### config.mk
export PLATFORM = sky130hd
export DESIGN_NAME = dest_scoreboard
export DESIGN_NICKNAME = d
export VERILOG_FILES = /design/src/rtl/dest_scoreboard_pkg.sv /design/src/rtl/sb_delay_line.sv /design/src/rtl/dest_scoreboard.sv
export SDC_FILE = /design/constraint.sdc
export NUM_CORES = 1
export LEC_CHECK = 0
export BUFFER_PORTS_ARGS = -buffer_cell sky130_fd_sc_hd__buf_2
export CAP_MARGIN = 0
export CORE_MARGIN = 5
export CORE_UTILIZATION = 30
export DETAILED_ROUTE_END_ITERATION = 8
export GPL_ROUTABILITY_DRIVEN = 0
export GPL_TIMING_DRIVEN = 0
export PLACE_DENSITY_LB_ADDON = 0.3
export REMOVE_ABC_BUFFERS = 1
export SLEW_MARGIN = 5
export SYNTH_ARGS = -nofsm -noshare
export SYNTH_HDL_FRONTEND = slang
export SYNTH_SLANG_ARGS = --single-unit
### constraint.sdc
create_clock -name clk_i -period 3.96 [get_ports clk_i]
set_clock_uncertainty 0.05 [all_clocks]
set_input_delay 0.594 -clock clk_i [delete_from_list [all_inputs] [get_ports clk_i]]
set_output_delay 0.594 -clock clk_i [all_outputs]
set_load 0.005 [all_outputs]
### src/rtl/dest_scoreboard_pkg.sv
// Shared constants and the delay-line entry type for the destination scoreboard.
package dest_scoreboard_pkg;

    localparam int unsigned ADDR_W_DEF = 5;
    localparam int unsigned REG_ZERO   = 0;
    localparam int unsigned PEND_W     = 3;

    typedef struct packed {
        logic                  valid;
        logic [ADDR_W_DEF-1:0] addr;
    } dl_entry_t;

endpackage

### src/rtl/sb_delay_line.sv
// Fixed-depth shift register of scoreboard entries; flush clears every stage.
module sb_delay_line
    import dest_scoreboard_pkg::*;
#(
    parameter int unsigned DEPTH   = 3,
    parameter type         entry_t = dl_entry_t
) (
    input  logic   clk_i,
    input  logic   rst_i,
    input  logic   flush_i,
    input  entry_t in_i,
    output entry_t last_o
);

    entry_t stage_q [DEPTH];
    entry_t stage_d [DEPTH];

    always_comb begin
        stage_d = stage_q;
        if (flush_i) begin
            for (int unsigned i = 0; i < DEPTH; i++) stage_d[i] = '0;
        end else begin
            stage_d[0] = in_i;
            for (int unsigned i = 1; i < DEPTH; i++) stage_d[i] = stage_q[i-1];
        end
    end

    always_ff @(posedge clk_i or negedge rst_i) begin
        if (!rst_i) begin
            for (int unsigned i = 0; i < DEPTH; i++) stage_q[i] <= '0;
        end else begin
            stage_q <= stage_d;
        end
    end

    assign last_o = stage_q[DEPTH-1];

endmodule

### src/rtl/dest_scoreboard.sv
// Destination scoreboard: tracks pending writers per register and stalls dependent issue.
// Define DEST_SCOREBOARD_WB_BYPASS_EN to let a source whose sole writer is retiring proceed.
module dest_scoreboard
    import dest_scoreboard_pkg::*;
#(
    parameter int unsigned ADDR_W = ADDR_W_DEF,
    parameter int unsigned WB_LAT = 3,
    parameter int unsigned CNT_W  = 16
) (
    input  logic              clk_i,
    input  logic              rst_i,
    input  logic              issue_valid_i,
    input  logic [ADDR_W-1:0] rs_i,
    input  logic              rs_used_i,
    input  logic [ADDR_W-1:0] rt_i,
    input  logic              rt_used_i,
    input  logic [ADDR_W-1:0] dst_i,
    input  logic              dst_we_i,
    input  logic              flush_i,
    output logic              stall_o,
    output logic              wb_valid_o,
    output logic [ADDR_W-1:0] wb_addr_o,
    output logic              busy_o,
    output logic [CNT_W-1:0]  stall_cnt_o
);

    localparam int unsigned NREG = 2 ** ADDR_W;

    typedef struct packed {
        logic              valid;
        logic [ADDR_W-1:0] addr;
    } entry_t;

    logic [PEND_W-1:0] pend_q [NREG];
    logic [PEND_W-1:0] pend_d [NREG];
    logic              wb_valid_q, wb_valid_d;
    logic [ADDR_W-1:0] wb_addr_q, wb_addr_d;
    logic [CNT_W-1:0]  stall_cnt_q, stall_cnt_d;

    entry_t dl_in, dl_last;
    logic   rs_block, rt_block, accept, track;

    always_comb begin
        rs_block = (rs_i != ADDR_W'(REG_ZERO)) && (pend_q[rs_i] != '0);
        rt_block = (rt_i != ADDR_W'(REG_ZERO)) && (pend_q[rt_i] != '0);
`ifdef DEST_SCOREBOARD_WB_BYPASS_EN
        // The retiring writer is forwarded, so only a second in-flight writer blocks.
        if (dl_last.valid && dl_last.addr == rs_i && pend_q[rs_i] == PEND_W'(1)) rs_block = 1'b0;
        if (dl_last.valid && dl_last.addr == rt_i && pend_q[rt_i] == PEND_W'(1)) rt_block = 1'b0;
`endif
    end

    assign stall_o = issue_valid_i & ((rs_used_i & rs_block) | (rt_used_i & rt_block));
    assign accept  = issue_valid_i & ~stall_o & ~flush_i;
    assign track   = accept & dst_we_i & (dst_i != ADDR_W'(REG_ZERO));
    assign dl_in   = entry_t'{valid: track, addr: dst_i};

    sb_delay_line #(
        .DEPTH   (WB_LAT),
        .entry_t (entry_t)
    ) u_delay_line (
        .clk_i   (clk_i),
        .rst_i   (rst_i),
        .flush_i (flush_i),
        .in_i    (dl_in),
        .last_o  (dl_last)
    );

    always_comb begin
        for (int unsigned r = 0; r < NREG; r++) begin
            pend_d[r] = pend_q[r];
            if (flush_i) begin
                pend_d[r] = '0;
            end else begin
                if (track && dst_i == ADDR_W'(r)) pend_d[r] = pend_d[r] + PEND_W'(1);
                if (dl_last.valid && dl_last.addr == ADDR_W'(r)) pend_d[r] = pend_d[r] - PEND_W'(1);
            end
        end
    end

    always_comb begin
        busy_o = 1'b0;
        for (int unsigned r = 0; r < NREG; r++) begin
            if (pend_q[r] != '0) busy_o = 1'b1;
        end
    end

    always_comb begin
        wb_valid_d = dl_last.valid & ~flush_i;
        wb_addr_d  = wb_addr_q;
        if (wb_valid_d) wb_addr_d = dl_last.addr;
        stall_cnt_d = stall_cnt_q;
        if (stall_o && stall_cnt_q != '1) stall_cnt_d = stall_cnt_q + CNT_W'(1);
    end

    always_ff @(posedge clk_i or negedge rst_i) begin
        if (!rst_i) begin
            for (int unsigned r = 0; r < NREG; r++) pend_q[r] <= '0;
            wb_valid_q  <= 1'b0;
            wb_addr_q   <= '0;
            stall_cnt_q <= '0;
        end else begin
            pend_q      <= pend_d;
            wb_valid_q  <= wb_valid_d;
            wb_addr_q   <= wb_addr_d;
            stall_cnt_q <= stall_cnt_d;
        end
    end

    assign wb_valid_o  = wb_valid_q;
    assign wb_addr_o   = wb_addr_q;
    assign stall_cnt_o = stall_cnt_q;

endmodule

==> results.md <==
- CTS clk-pin slew, worst paths: 70 ps
- Warnings from Yosys: 0
- HP Class: input pin to async pin
- Placed cell count: 1,921
- CTS tree: built
- DRC errors left: 0
- Buffers on Ports: 45
- Die H: 211 um
- Pwr dens: 264 nW/um2
- Via count: 11,758
- CP Launch Type: flip-flop
- DRT Pass-1 Iters: 5
- Leak: 0.00591 uW
- CTS Buffer Depth: 2
- GRT overflow: 0
- Layout cells sized above 1: 14.0%
- Post-DP HPWL: 27,700 um
- Final Max Tran Viols: 0
- Vias/cell: 5.90
- Clock Latency Late Sink: 450 ps
- Tcrit/Tclk final: 97.1%
- Area Growth Syn to Fin: 15.9%
- R2R cell count: 15
- Post-synth top area share: 28.1%
- WL final: 41,800 um
- CP endpoint kind: output port
- Die area: 44,500 um2
- CP Buf/Inv Count: 4
- Initial core utilization: 30.5%
- Slowest CP cell: mux4_2
- Root buf cell: clkbuf_16
- Mux share of post-synthesis cell area: 2.46%
- Xor and xnor area share after synthesis: 5.71%
- Placement Cell Area: 12,800 um2
- Reg-to-Reg Start: pend_q[36]
- Sink Count: 136
- Flop and latch count out of synthesis: 136
- Critical Path RT: 3320 ps
- Largest cells by area after synthesis: dfrtp_1, ha_1, nand4_1, nor2_1, xnor2_1
- Largest stage delay, worst path: 510 ps
- Reg2reg end: pend_q[86]
- Reg-to-reg slack, setup: 200 ps
- H-tree levels: 4
- Worst setup path startpoint: pend_q[36]
- Routed WL per cell: 21.0 um
- Largest area contributor in the netlist: dfrtp_1
- Initial DRC Count: 1,001
- Post-synthesis cell area: 12,100 um2
- Crit path top cell by count: buf_16
- Endpoints failing setup: 0
- Cell-by-cell trace of the critical path: or3_4 -> mux4_2 -> o2111ai_4 -> a31oi_4 -> o21ai_4 -> buf_16 -> buf_16 -> buf_16 -> nand2_1 -> and2_1 -> buf_2
- Seq/Total Area, Yosys: 28.1%
- Post-route setup slack: 117 ps
- Synth Area in Compound Gates: 17.3%
- CTS Hold Bufs: 0
- Distinct cells, synth: 75
- Num CTS Buffers: 17
- Top achievable clock speed: 260 MHz
- Post-Place Worst Slack: -1100 ps
- Post-route minimum period: 3840 ps
- Least-Margin Pin Slew: 818 ps
- Chip width: 211 um
- Final ANT Viol Nets: 0
- Area of the multi-input gates: 8170 um2
- Ys flop type: dfrtp_1
- Initial antenna violation count: 2
- Asr flop ratio synth: 100%
- Pin count of the biggest net entering global routing: 113
- Critical path class: flip-flop to output port
- Boundary Pins: 46
- Mean Syn Cell Area: 8.32 um2
- Number of synthesized flops with an enable pin: 0
- Finished Cell Area: 14,100 um2
- Final Hold Fails: 0
- WHS: 7.22 ps
- Peak VDD IR: 0.000311 V
- Status: complete, no violations
- Crit path max fanout: 19
- FP Rows: 73
- Register Area: 3400 um2
- Critical Path AT: 3200 ps
- Post-Synth Adder-Cell Area: 9.91%
- Slew Limit Headroom: 45.2%
- Number of global-route vias before repair: 11,304
- Tot GR Track Use: 18.4%
- Synth top cells by count: nor2_1, dfrtp_1, nand4_1
- Simple-gate area share of the yosys netlist: 29.7%
- Family with the most delay on the worst path: simple AND/OR/NAND/NOR gates
- First-pass GRT wire length: 65,600 um
- Nets@finish: 1,572
- Fill cells: 4,141
- Layout Cells excl Fill: 1,993
- Total core area: 39,800 um2
- Largest family of logic cells by synthesized area: simple AND/OR/NAND/NOR gates
- Cell with the most instances after synthesis: nor2_1
- Max Cap Violations: 0
- Post-Synthesis Cells: 1,457
- RSZ-0062 raised after global routing: false
==> logic make-up after synthesis <==
family          Yosys count
compound gates          280
xor+xnor                 79
fa+ha+maj                96
buf+inv                 193
flops                   136
mux                      27
simple gates            646
==> area by class of cell <==
class                           instances  share of cell area, %
Clock inverter                         13                   1.10
Clock buffer                           19                   3.22
Timing Repair Buffer                   93                   6.67
Inverter                               75                   2.00
Multi-Input combinational cell       1131                   58.1
Antenna cell                            1                 0.0178
Sequential cell                       136                   24.2
Tap cell                              525                   4.67
==> worst register-to-register path, delay by kind of cell (launching register included) <==
kind / cells / cell delay [ps]
adders and majority gates: 1 / 170
AOI/OAI and AO/OA: 3 / 590
DFF: 1 / 400
and+or+nand+nor: 5 / 850
buffers and inverters: 3 / 660
xor gates and xnor gates: 1 / 200
muxes: 2 / 710
==> layer usage <==
metal / global-route usage [%] / part of all wire, % / vias up
met4: 7.44 / 3.7 / 0
met1: 24.2 / 43 / 5866
met5: 0 / 0 / -
met3: 2.91 / 5.1 / 88
met2: 30.2 / 48 / 381
li1: - / - / 5423
==> where the power goes <==
group / switching [uW] / internal (uW)
Clock: 752 / 980
Sequential: 32.1 / 1420
Combinational: 332 / 189
==> state kept, by name, summed over array words and instances, names as in the netlist <==
register              flops
pend_q                   96
stall_cnt_o              16
wb_valid_o                1
u_delay_line.stage_q     12
wb_addr_o                 5
u_delay_line.last_o       6
==> repair_timing <==
action / in CTS / in global routing
pin swaps: 5 / 9
setup endpoints to repair: 82 / 37
gates resized for setup: 22 / 25
cloned: 7 / 0
endpoints found under the hold margin: 0 / 0
buffers inserted: 14 / 20
==> per-stage QoR <==
step	setup TNS, ps	utilization [%]	power [uW]
after floorplan	-318060	-	1680
after global placement	-644150	31.3	1890
after detailed placement	-34740	32.1	1930
after CTS	-25.2	34.6	3710
after global routing	0	35.3	3830
final	0	35.3	3710
==> placed cells by master (no fill, tap or decap), types with 11 or more instances in the layout <==
| cell type | instances |
|---|---|
| buf_4 | 28 |
| nor3_2 | 11 |
| mux2i_1 | 14 |
| clkbuf_16 | 17 |
| a41o_1 | 17 |
| dfrtp_1 | 136 |
| nand3_1 | 41 |
| and4_1 | 23 |
| nor2_1 | 151 |
| nand2b_1 | 27 |
| xor2_1 | 26 |
| nor2b_1 | 29 |
| and3_1 | 23 |
| a21o_1 | 16 |
| nand4_1 | 109 |
| ha_1 | 96 |
| mux2_2 | 11 |
| nor3_1 | 45 |
| o31a_1 | 13 |
| a21oi_1 | 42 |
| buf_2 | 42 |
| xnor2_1 | 52 |
| inv_1 | 74 |
| o21ai_0 | 30 |
| and2_1 | 14 |
| nand2_1 | 89 |
| a31oi_1 | 38 |
| o2111ai_1 | 14 |
| o211ai_1 | 23 |
| a221oi_1 | 11 |
| nor4_1 | 23 |
==> worst max-delay path by stage <==
stage / endpoint / slack, ps / cells past startpoint
after floorplan: pend_q[59] / -3680 / 12
after global placement: pend_q[59] / -6720 / 13
after detailed placement: pend_q[59] / -1100 / 17
after CTS: stall_o / -30 / 12
after global routing: pend_q[86] / 20 / 15
final: stall_o / 120 / 11
Note: power is estimated with default switching activity, not from simulation.
